File: src/rtl/shift_deser_pkg.sv
// Shared definitions for the shift_deser serial-in/parallel-out frame receiver.
package shift_deser_pkg;

  typedef enum logic [1:0] {
    ST_IDLE   = 2'd0,
    ST_SHIFT  = 2'd1,
    ST_PARITY = 2'd2
  } state_e;

  localparam int WIDTH_MIN = 2;
  localparam int WIDTH_MAX = 16;

  // Bit counter must be able to hold the value WIDTH itself.
  function automatic int cnt_w(input int width);
    return $clog2(width + 1);
  endfunction

endpackage

File: src/rtl/shift_deser_sr.sv
// Direction-parameterised shift register; next_o is the value the register takes on this edge.
module shift_deser_sr
  import shift_deser_pkg::*;
#(
  parameter int WIDTH     = 4,
  parameter bit MSB_FIRST = 1'b1
) (
  input  logic             clk,
  input  logic             reset,
  input  logic             load_i,
  input  logic             shift_i,
  input  logic             bit_i,
  output logic [WIDTH-1:0] next_o
);

  logic [WIDTH-1:0] data_q, data_d;

  always_comb begin
    data_d = data_q;
    if (load_i) begin
      // Clear the stale bits so a restarted frame never inherits old data.
      data_d = MSB_FIRST ? {{(WIDTH-1){1'b0}}, bit_i} : {bit_i, {(WIDTH-1){1'b0}}};
    end else if (shift_i) begin
      data_d = MSB_FIRST ? {data_q[WIDTH-2:0], bit_i} : {bit_i, data_q[WIDTH-1:1]};
    end
  end

  assign next_o = data_d;

  always_ff @(posedge clk) begin
    if (reset) data_q <= '0;
    else       data_q <= data_d;
  end

endmodule

File: src/rtl/shift_deser.sv
// Framed serial receiver: FSM, bit counter and registered outputs around shift_deser_sr.
// Optional even-parity bit after the data bits when SHIFT_DESER_PARITY_EN is defined.
//
// state     | meaning
// ST_IDLE   | waiting for sin_start
// ST_SHIFT  | collecting data bits 1..WIDTH-1
// ST_PARITY | all data bits in, waiting for the parity bit (parity build only)
module shift_deser
  import shift_deser_pkg::*;
#(
  parameter int WIDTH     = 4,
  parameter bit MSB_FIRST = 1'b1
) (
  input  logic             clk,
  input  logic             reset,
  input  logic             sin,
  input  logic             sin_valid,
  input  logic             sin_start,
  output logic [WIDTH-1:0] q,
  output logic             q_valid,
  output logic             busy,
  output logic             frame_err,
  output logic             parity_err
);

  localparam int CW = cnt_w(WIDTH);

  if (WIDTH < WIDTH_MIN || WIDTH > WIDTH_MAX) begin : g_bad_width
    $error("shift_deser: WIDTH out of range");
  end

  state_e           state_q, state_d;
  logic [CW-1:0]    cnt_q, cnt_d;
  logic [WIDTH-1:0] word_q, word_d;
  logic             qv_q, qv_d;
  logic             fe_q, fe_d;
  logic             pe_q, pe_d;
  logic             sr_load, sr_shift;
  logic [WIDTH-1:0] sr_next;

  shift_deser_sr #(
    .WIDTH    (WIDTH),
    .MSB_FIRST(MSB_FIRST)
  ) u_sr (
    .clk    (clk),
    .reset  (reset),
    .load_i (sr_load),
    .shift_i(sr_shift),
    .bit_i  (sin),
    .next_o (sr_next)
  );

  always_comb begin
    state_d  = state_q;
    cnt_d    = cnt_q;
    word_d   = word_q;
    qv_d     = 1'b0;
    fe_d     = 1'b0;
    pe_d     = 1'b0;
    sr_load  = 1'b0;
    sr_shift = 1'b0;
    if (sin_valid) begin
      if (sin_start) begin
        sr_load = 1'b1;
        cnt_d   = CW'(1);
        state_d = ST_SHIFT;
        fe_d    = (state_q != ST_IDLE);
      end else begin
        case (state_q)
          ST_SHIFT: begin
            sr_shift = 1'b1;
            cnt_d    = cnt_q + CW'(1);
            if (cnt_q == CW'(WIDTH - 1)) begin
`ifdef SHIFT_DESER_PARITY_EN
              state_d = ST_PARITY;
`else
              word_d  = sr_next;
              qv_d    = 1'b1;
              cnt_d   = '0;
              state_d = ST_IDLE;
`endif
            end
          end
`ifdef SHIFT_DESER_PARITY_EN
          // Shifter holds here, so sr_next is the completed data word.
          ST_PARITY: begin
            word_d  = sr_next;
            qv_d    = 1'b1;
            pe_d    = ^{sr_next, sin};
            cnt_d   = '0;
            state_d = ST_IDLE;
          end
`endif
          default: ;
        endcase
      end
    end
  end

  always_ff @(posedge clk) begin
    if (reset) begin
      state_q <= ST_IDLE;
      cnt_q   <= '0;
      word_q  <= '0;
      qv_q    <= 1'b0;
      fe_q    <= 1'b0;
      pe_q    <= 1'b0;
    end else begin
      state_q <= state_d;
      cnt_q   <= cnt_d;
      word_q  <= word_d;
      qv_q    <= qv_d;
      fe_q    <= fe_d;
      pe_q    <= pe_d;
    end
  end

  assign q          = word_q;
  assign q_valid    = qv_q;
  assign busy       = (state_q != ST_IDLE);
  assign frame_err  = fe_q;
  assign parity_err = pe_q;

endmodule
File: config.mk
export PLATFORM = sky130hd
export DESIGN_NAME = shift_deser
export DESIGN_NICKNAME = d
export VERILOG_FILES = /design/src/rtl/shift_deser_pkg.sv /design/src/rtl/shift_deser_sr.sv /design/src/rtl/shift_deser.sv
export SDC_FILE = /design/constraint.sdc
export NUM_CORES = 1
export LEC_CHECK = 0
export CORE_MARGIN = 2
export CORE_UTILIZATION = 42
export CTS_CLUSTER_SIZE = 25
export DETAILED_ROUTE_END_ITERATION = 10
export PLACE_DENSITY = 0.71
export SETUP_SLACK_MARGIN = 0.05
export SYNTH_ARGS = -nofsm -noshare
export SYNTH_HDL_FRONTEND = slang
export SYNTH_SLANG_ARGS = --single-unit
File: constraint.sdc
create_clock -name clk -period 1.1 [get_ports clk]
set_input_delay 0.22 -clock clk [delete_from_list [all_inputs] [get_ports clk]]
set_output_delay 0.22 -clock clk [all_outputs]
set_load 0.05 [all_outputs]
## After elaboration in Yosys (flattened, before gate mapping)

Cells that the tools add are included.

- Register bits: 15
- Input bits: 5
- Output and inout bits: 8

- Add/subtract/negate cells: 1
- Equality and inequality tests: 2
- Mux-type cells: 14
- Bitwise operators: 3
- Reductions and logical operators: 8

Operators with widths:

| operator | number |
|---|---|
| 3-bit 2-to-1 mux | 3 |
| 4-bit 2-to-1 mux | 2 |
| 1-bit 2-to-1 mux | 6 |
| 2-bit 2-to-1 mux | 3 |
| 2-bit nonzero test | 3 |
| 4-bit AND reduction | 1 |
| 4-bit OR reduction | 1 |
| 3-bit by 1-bit adder with 3-bit output, second input constant | 1 |
| 3-bit by 2-bit == test with 1-bit output, second input constant | 1 |
| 1-bit inverter | 3 |
| 3-bit AND reduction | 1 |
| 3-bit OR reduction | 1 |
| 2-bit by 1-bit == test with 1-bit output, second input constant | 1 |
| 2-bit AND reduction | 1 |

## Logic depth before layout (Yosys ltp)

- Word-level depth: 6
- Depth in mapped cells: 4
- Gate-level depth less buffers: 4

## Modules after synthesis

Synthesis repeated with hierarchy kept, for this count alone.

- Cell total of the unflattened synthesis: 64
- Area total of the unflattened synthesis: 594.3 µm²

By module, submodules not included:

| module | times used | cells each | area an instance (µm²) | seq. area each (µm²) |
|---|---|---|---|---|
| shift_deser | 1 | 47 | 431.7 | 200.2 |
| shift_deser_sr | 1 | 17 | 162.7 | 80.1 |

## Worst setup path after synthesis

Ideal clock, no wire load.

- Path kind: register to register
- From: register state_q[0]
- To: register word_q[0], in the netlist q[0]
- Data arrival time: 1.388 ns
- Data required time: 1.028 ns
- Path slack: -0.359 ns
- Stages on the path, launching flop included: 4
- Path buffers: 0
- Path through: dfxtp_1 -> nand2_2 -> nor3_4 -> mux2i_1

- Word-level cells in the longest chain between the ends: 6
- Elaborated cells between the ends (all ways): 7
- Those cells by class: 1 x eq/ne; 5 x mux; 1 x reduce/logical

Ends and longest elaborated chain:

| what | RTL line | text |
|---|---|---|
| start, declared | shift_deser.sv:32 | `state_e state_q, state_d;` |
| start signal, assigned | shift_deser.sv:109 | `state_q <= state_d;` |
| 2-bit by 1-bit == test with 1-bit output * | shift_deser.sv:69 | `case (state_q)` |
| 1-bit 2-to-1 mux | shift_deser.sv:69 |  |
| 1-bit 2-to-1 mux | shift_deser.sv:63 | `if (sin_start) begin` |
| 1-bit 2-to-1 mux | shift_deser.sv:62 | `if (sin_valid) begin` |
| 4-bit 2-to-1 mux | shift_deser_sr.sv:23 | `end else if (shift_i) begin` |
| 4-bit 2-to-1 mux | shift_deser_sr.sv:20 | `if (load_i) begin` |
| end signal, assigned | shift_deser.sv:111 | `word_q <= word_d;` |
| end, declared | shift_deser.sv:34 | `logic [WIDTH-1:0] word_q, word_d;` |

Every way passes the cells marked *; elsewhere a longest branch is shown, timed or not.
A chain may end at the register's enable or synchronous reset.

## Worst setup path after layout

- From: register cnt_q[1]
- To: register word_q[3], in the netlist q[3]

- Word-level cells in the longest chain between the ends: 2

Ends and longest elaborated chain:

| what | RTL line | text |
|---|---|---|
| start, declared | shift_deser.sv:33 | `logic [CW-1:0] cnt_q, cnt_d;` |
| start signal, assigned | shift_deser.sv:110 | `cnt_q <= cnt_d;` |
| 3-bit by 2-bit == test with 1-bit output | shift_deser.sv:73 | `if (cnt_q == CW'(WIDTH - 1)) begin` |
| 4-bit AND reduction (no source line) | n/a |  |

No other way between the ends.

==> metrics.cfg <==
[synthesis]
syn_area_sq_um = 598.1
synth_top_area_cell = dfxtp_1
synth_most_common_cell = dfxtp_1
syn_nets = 70
synth_top_family_by_area = simple AND/OR/NAND/NOR gates
syn_avg_cell_area_sq_um = 9.345
synthMuxAreaShare = 0.08368
synth-edff-count = 0
synth_area_leaders = dfxtp_1 (44%), nand2b_1 (12%), mux2i_1 (8.4%), inv_1 (3.1%), o32ai_1 (2.9%)
ys_seq_area_frac = 0.4351
synth_xor_area_frac = 0
synth.top_cells.by_count = dfxtp_1 (13), nand2b_1 (11), inv_1 (5), mux2i_1 (5)
yosys_warnings = 0
synth_top_flop_cell = dfxtp_1
synth_compound_area_frac = 0.1339
synthCells = 64
ys_async_sr_fraction = 0
synth_seq_cells = 13
synth-simple-area-share = 0.2469
synth_cell_types = 27
synth_top_area_frac = 0.4351
synthAdderAreaFrac = 0.02092

[layout]
multi_input_area_sq_um = 345.3
fin_area_sq_um = 964.7
fillers = 88
utilization = 0.7322
drive_above_1_share = 0.4773
final_net_count = 95
diodes = 0
seq_area_sq_um = 269.0
area_growth_pct = 61.30

[timing]
period_needed_ns = 1.112
fin_crit_sh = 1.011
timing.final.max_slew_violations = 0
timing.fmax_mhz = 899.4
final-hold-violation-count = 0
fin_setup_tns_ns = -0.03698
fin_hold_ws_ns = 0.4057
setup_viol = 5
setup_ws_ns = -0.01180
rsz0062_at_grt = yes
skew_ns = 0.0005335

[cts]
clock_path_buffers = 2
clk_latency_ns = 0.27
numCtsBuffers = 3
path_clk_slew_ns = 0.08
cts_hold_buf = 0
cts_tree = built
cts-root-buf = clkbuf_4
h-tree-depth = 1
clock_sinks = 13

[floorplanning]
die_h_um = 41.74
fp.dieW_um = 41.74
fp-row-count = 13
start_util = 0.4539
io-pin-count = 13
dieArea_sq_um = 1742
coreArea_sq_um = 1318

[grt]
grt.overflow.total = 0
grt_usage = 0.1664
grt_pass1_wl_um = 2228
antenna_found_initial = 0
grt_max_degree = 10
grt_pass1_vias = 492

[worst_setup_path]
cpLargestDelayFamily = flip-flops
cp_num_buf_inv = 0
cpMaxStageDelayCell = dfxtp_2
crit_chain = ha_4 -> nand2b_4 -> nor3_4 -> mux2i_1
cp-end-kind = flop
cp.arrival_ns = 1.31
worst_path_largest_cell_delay_ns = 0.36
crit_fanout = 4
critPathRequiredTime_ns = 1.30
startpoint_type = flop
crit_type = reg2reg

[placement]
portBuffers = 11
dp_slack_ns = -0.3898
routabilityCongestion = 0.8126
place_area_sq_um = 873.3
hpwlAfterDp_um = 911.5

[hold_path]
worstHoldPathType = in2reg

[power]
p_leak_nw = 0.3740
ir_drop_uv = 675.9
power_density_nw_per_um2 = 982.4

[route]
viasPerCell = 5.301
drt_iter0_markers = 12
drc = 0
ant_nets = 0
wl_per_cell_um = 13.39
via_count = 546
totalWireLength_um = 1379
drt-pass1-iter-count = 4

[job]
drv_cap = 0

[status]
violations = negative setup slack
outcome = finished with violations

==> logic make-up (layout without fill, tap and decap cells) <==
| kind of cell | after synthesis | count (layout) |
|---|---|---|
| AO/OA/AOI/OAI | 12 | 12 |
| AND/OR/NAND/NOR | 22 | 22 |
| flip-flops | 13 | 13 |
| other | 1 | 1 |
| adder cells (fa/ha/maj) | 1 | 1 |
| multiplexers | 5 | 5 |
| buffers and inverters | 10 | 34 |
==> through the flow <==
stage	total power, W	cells
after floorplan	0.0005734	64
after global placement	0.0006356	95
after detailed placement	0.0006367	95
after CTS	0.0009370	100
after global routing	0.0009881	103
final	0.0009477	103
==> tightest hold or removal path, cell delays in order <==
cell and delay (ns):
dlygate4sd2_1 0.28, nand2_1 0.09, a21oi_2 0.05
==> worst paths after layout <==
| path | from | to | slack, ns | cells past startpoint |
|---|---|---|---|---|
| max | cnt_q[1] | q[3] | -0.01 | 4 |
| min | sin_start | state_q[0] | 0.41 | 3 |
| min reg2reg | cnt_q[2] | cnt_q[2] | 0.47 | 2 |
| max reg2reg | cnt_q[1] | q[3] | -0.01 | 4 |
==> layer usage <==
layer  wire length (um)  global-route usage  vias up
li1                   -                   -      267
met1                649              0.2183      258
met2                640              0.2594       19
met3                 79             0.05217        2
met4                 10             0.05161        0
met5                  0                   0        -
==> what timing repair did <==
action / 4_1_cts / 5_1_grt
resized for setup: 5 / 9
pin swaps: 4 / 3
buffers inserted: 1 / 3
setup endpoints to repair: 13 / 14
==> cells in the final DEF (no fill, tap or decap), types with 3 or more instances in the layout <==
master	instances
inv_1	5
nand2b_1	10
clkbuf_4	3
buf_12	7
dfxtp_1	8
mux2i_1	5
dfxtp_2	4
buf_4	13
==> layout make-up <==
cell class / count / area share
Clock buffer: 4 / 0.02724
Inverter: 5 / 0.01946
Multi-Input combinational cell: 41 / 0.3580
Sequential cell: 13 / 0.2789
Tap cell: 15 / 0.01946
Timing Repair Buffer: 25 / 0.2970
==> state kept, by name (all words and copies together), names as in the netlist <==
name / count
q: 4
cnt_q: 3
u_sr.data_q: 3
frame_err: 1
q_valid: 1
state_q: 1
==> report_power, final <==
part | internal, W | total (W) | leakage [nW] | switching (W)
combinational | 0.0000823 | 0.000160 | 0.251 | 0.0000773
sequential | 0.000480 | 0.000490 | 0.108 | 0.00000991
clock | 0.000140 | 0.000298 | 0.0150 | 0.000158
total | 0.000703 | 0.000948 | 0.374 | 0.000245
Power figures use the tool's default switching activity.
==> RTL edit 1, RTL diff (same settings) <==
Register the output `q` once more, with the module's reset; this adds one clock of latency there. The other outputs are not delayed to match.
--- a/src/rtl/shift_deser.sv
+++ b/src/rtl/shift_deser.sv
@@ -117,3 +117,9 @@
 
-  assign q          = word_q;
+  always_ff @(posedge clk) begin
+    if (reset) begin
+      q <= '0;
+    end else begin
+      q <= word_q;
+    end
+  end
   assign q_valid    = qv_q;
Behaviour: not the same (Yosys sat finds a counterexample within 10 cycles, from zero or initial values and one cycle with reset high).
==> RTL edit 1 against the original RTL <==
  * Via count shrank 2.7%
  * Sequential cell count increased by 4
  * Setup slack got worse by 0.16 ns
  * Routed wire length rose by 2.0%
  * Sequential share of layout area rose by 5.1 points
  * The run still ends with negative setup slack left
  * Total power is 18% higher
  * Final area increased by 11%
  * Synthesized area grew 11%
==> RTL edit 1: results (changes against the original RTL) <==
[outcome]
violations = negative setup slack
outcome = complete, but fails checks

[global_route]
grt_max_degree = 11  ; +1
grt_pass1_wl_um = 2300  ; +3.1%
grt_pass1_vias = 505  ; +2.6%
grt_usage_pct = 17.1  ; +0.46 points

[finish]
comb.multi_input.count = 42  ; +2.4%
buffer_area_share_pct = 27.1  ; -2.6 points
seqCellArea_um2 = 353  ; +31%
nClkBuffers = 3  ; -1
seq_cell_count = 17  ; +4
n_all_buffers = 24  ; -4.0%
multi_input_comb_area_um2 = 372  ; +7.6%
drive_above_1_share_pct = 56.2  ; +8.5 points
fin_nets = 96  ; +1.1%
clock_area_share_pct = 2.57  ; -0.15 points

[hold_path]
hold_end = q_valid
min_path_cells = 4  ; +1
min-delay-start = sin_valid

[sta]
worst_slack_ns = -0.171  ; -0.160 ns
finalSetupViolCount = 6  ; +1

[placed_design]
gp_congestion = 0.787  ; -3.2%
dp_cells = 98  ; +3.2%

[clock_network]
clk_pin_slew_worst_paths_ns = 0.10  ; +0.02 ns
clock_latency_ns = 0.29  ; +0.02 ns

[power_and_ir_drop]
p_leak_nw = 0.457  ; +22%
p_sw_mw = 0.288  ; +17%
seqPwrFrac_pct = 56.4  ; +4.7 points

[synth]
synth_compound_area_share_pct = 11.0  ; -2.4 points
synth_area_per_cell_um2 = 10.3  ; +11%
netlist_top_cells_area = dfxtp_1, nor2b_1, mux2_2
synth_mux_area_share_pct = 8.32  ; -0.051 points
synth_seq_area_share_pct = 51.4  ; +7.9 points

[drt]
first_iter_violations = 9  ; -3
vias = 531  ; -2.7%
viasPerCell = 5.06  ; -4.6%

[setup_path]
worstPathArrival_ns = 1.46  ; +0.15 ns

[RTL edit 1: changes by cell type in the layout (fill, tap and decap cells not counted), sizes merged, moves of 3 or more]
cell	unedited run	this run
inv	5	2
nand2b	11	3
mux2	0	4
nor2b	0	8
dfxtp	13	17
mux2i	5	1
[RTL edit 1: metal layers]
layer / global-route usage [%] / part of all wire, % / up-vias
met2: 25.3 / 45 / 8
met1: 22.5 / 50 / 248
li1: - / - / 271
met4: 10.9 / 2.4 / 0
met5: 0 / 0 / -
met3: 3.75 / 2.6 / 4
[RTL edit 1: how the worst max path moves through the flow]
stage | slack, ns | end | cells after the start | from
global placement | -0.40 | u_sr.data_q[1] | 5 | sin_start
global route | -0.21 | cnt_q[0] | 5 | cnt_q[0]
floorplan | -0.17 | word_q[0] | 4 | cnt_q[1]
detailed placement | -0.44 | u_sr.data_q[1] | 5 | sin_start
finish | -0.17 | word_q[3] | 4 | cnt_q[1]
CTS | -0.17 | cnt_q[0] | 5 | cnt_q[0]
[RTL edit 1: stage by stage]
stage	TNS (ns)	total power, mW	util (%)	hold slack (ns)	setup WS, ns
finish	-0.875	1.12	71.8	0.361	-0.171
global route	-1.07	1.16	71.8	0.388	-0.207
CTS	-0.858	1.12	69.5	0.394	-0.165
detailed placement	-4.29	0.774	64.9	0.443	-0.438
global placement	-4.01	0.771	64.9	0.434	-0.402
floorplan	-0.676	0.712	-	0.299	-0.169
[RTL edit 1: timing repair]
item                                    in CTS  in global routing
pin swaps                                    3                  4
resized for setup                            7                 12
endpoints found under the setup margin      11                 15
buffers inserted                             2                  0
hold buffers                                 0                  0
cloned                                       1                  0
[RTL edit 1: critical path, delay by kind of cell, from the launching register on]
family        cells  cell delay (ns)
simple gates      2             0.31
fa+ha+maj         1             0.15
mux               1             0.33
flops             1             0.37
==> RTL edit 2, RTL diff (same settings) <==
Made on the original files. `WIDTH` is set to 4 in 2 places; all go to 5.
--- a/src/rtl/shift_deser_sr.sv
+++ b/src/rtl/shift_deser_sr.sv
@@ -4,3 +4,3 @@
 #(
-  parameter int WIDTH     = 4,
+  parameter int WIDTH     = 5,
   parameter bit MSB_FIRST = 1'b1
--- a/src/rtl/shift_deser.sv
+++ b/src/rtl/shift_deser.sv
@@ -10,3 +10,3 @@
 #(
-  parameter int WIDTH     = 4,
+  parameter int WIDTH     = 5,
   parameter bit MSB_FIRST = 1'b1
Ports: changed (resized q); port bits go from 13 to 14. No check against the original RTL was run, so the function may have changed too.
==> RTL edit 2 against the original RTL <==
  * The run still ends with negative setup slack left
  * Total power up 9.4%
  * Synthesized area up 17%
  * Setup slack worse by 0.063 ns
  * Routed wire length up 5.2%
  * Sequential share of layout area up 0.28 points
  * Final area up 14%
  * Critical path depth down 1
  * Sequential cell count up 2
  * Synthesized cell count up 19%
  * Sequential power up 15%
==> RTL edit 2: results (changes against the original RTL) <==
[sta]
fin_skew_ns = 0.00717  ; +0.00663 ns
finalSetupViolCount = 7  ; +2
worst_slack_ns = -0.0752  ; -0.0634 ns
fin_setup_tns_ns = -0.347  ; -0.310 ns

[finish]
drive_above_1_share_pct = 44.7  ; -3.1 points
final_common_cell = buf_4
largest_register_ffs = 5  ; +1
diodes = 0  ; unchanged

[hold_path]
hp-class = input port to flop

[power_and_ir_drop]
p_leak_nw = 0.424  ; +13%
swShare_pct = 25.2  ; -0.70 points
ir_worst_vdd_mv = 0.573  ; -15%

[synth]
synth-async-reset-ratio_pct = 0  ; unchanged
synth_cells = 76  ; +19%
yosys-top-cells-count = dfxtp_1, nand2b_1, a21oi_1, inv_1, mux2i_1
netlist-cell-type-count = 26  ; -3.7%
netlist_top_cells_area = dfxtp_1, nand2b_1, mux2i_1
yosys_warnings = 0  ; unchanged
synthesis.nets = 83  ; +19%
synth_seq_area_share_pct = 42.8  ; -0.73 points
synth-main-ff-cell = dfxtp_1

[drt]
wl_met2_um = 725  ; +13%
met1_length_um = 660  ; +1.7%
top_layer = met4
firstDrtPassIters = 4  ; unchanged
vias = 631  ; +16%
first_iter_violations = 17  ; +5
viasPerCell = 5.30  ; about the same
wl_um = 1450  ; +5.2%
wl_met3_um = 46  ; -42%
drc = 0  ; unchanged

[clock_network]
htreeDepth = 1  ; unchanged
clk_pin_slew_worst_paths_ns = 0.09
cts_root_buf = clkbuf_4
cts_buffers = 3  ; unchanged
cts_max_path_buffers = 2  ; unchanged
clock_latency_ns = 0.28

[global_route]
antenna_found_initial = 0  ; unchanged
grt_pass1_vias = 547  ; +11%
grt_usage_pct = 16.8  ; +0.11 points
grt_pass1_wl_um = 2370  ; +6.5%
grt_max_degree = 13  ; +3

[placed_design]
post-dp-hpwl_um = 1080  ; +19%
io_buffer_count = 12  ; +1
dp_cells = 112  ; +18%
gp_congestion = 0.870  ; +7.0%
post-place-ws_ns = -0.413  ; -0.0230 ns
dpl_cell_area_um2 = 1020  ; +17%

[setup_path]
critical-path-top-delay-family = simple AND/OR/NAND/NOR gates
cp_slowest_cell = or4b_1
max_stage_delay_ns = 0.43  ; +0.07 ns
path_max_fanout = 3  ; -1

[outcome]
outcome = complete, but fails checks
violations = negative setup slack

## RTL edit 2: layer usage
| metal | track usage [%] | vias to the layer above |
|---|---|---|
| li1 | - | 319 |
| met1 | 20.3 | 301 |
| met2 | 27.2 | 9 |
| met3 | 3.60 | 2 |
| met4 | 10.0 | 0 |
| met5 | 0 | - |
## RTL edit 2: timing repair
action / in CTS / in global routing
resized for setup: 7 / 5
pin swaps: 4 / 0
setup buffers: 2 / 1
endpoints found under the setup margin: 13 / 16
## RTL edit 2: logic make-up (layout without fill, tap and decap cells)
| logic type | count (synthesis) | count (layout) | share of synthesized area (%) |
|---|---|---|---|
| buffers and inverters | 10 | 37 | 6.06 |
| AOI/OAI and AO/OA | 14 | 14 | 12.7 |
| adders and majority gates | 2 | 2 | 3.56 |
| other | 1 | 1 | 0.534 |
| and+or+nand+nor | 28 | 28 | 25.8 |
| muxes | 6 | 6 | 8.56 |
| DFF | 15 | 15 | 42.8 |
## RTL edit 2: worst paths after layout
path	cells past startpoint	slack, ns	start	to
worst max register to register	3	-0.08	cnt_q[0]	cnt_q[2]
worst max-delay path	3	-0.08	cnt_q[0]	cnt_q[2]
worst min-delay path	3	0.46	sin_start	q_valid
worst min register to register	2	0.50	q[0]	q[0]
## RTL edit 2: cell type report
type | instances | area, um^2
Fill cell | 120 | 444
Inverter | 6 | 22.5
Multi-Input combinational cell | 51 | 402
Tap cell | 16 | 20.0
Timing Repair Buffer | 27 | 318
Clock buffer | 4 | 26.3
Sequential cell | 15 | 309
## RTL edit 2: worst register-to-register path: stages (launching register included)
cell     delay [ns]
dfxtp_2        0.37
ha_2           0.18
or4b_1         0.43
a21oi_1        0.13
## RTL edit 2: power groups by stage
| stage | clock, mW | combinational, mW | sequential [mW] |
|---|---|---|---|
| global route | 0.329 | 0.183 | 0.564 |
| detailed placement | 0 | 0.157 | 0.576 |
| finish | 0.306 | 0.168 | 0.563 |
| floorplan | 0 | 0.0716 | 0.586 |
| global placement | 0 | 0.154 | 0.576 |
| CTS | 0.307 | 0.164 | 0.562 |
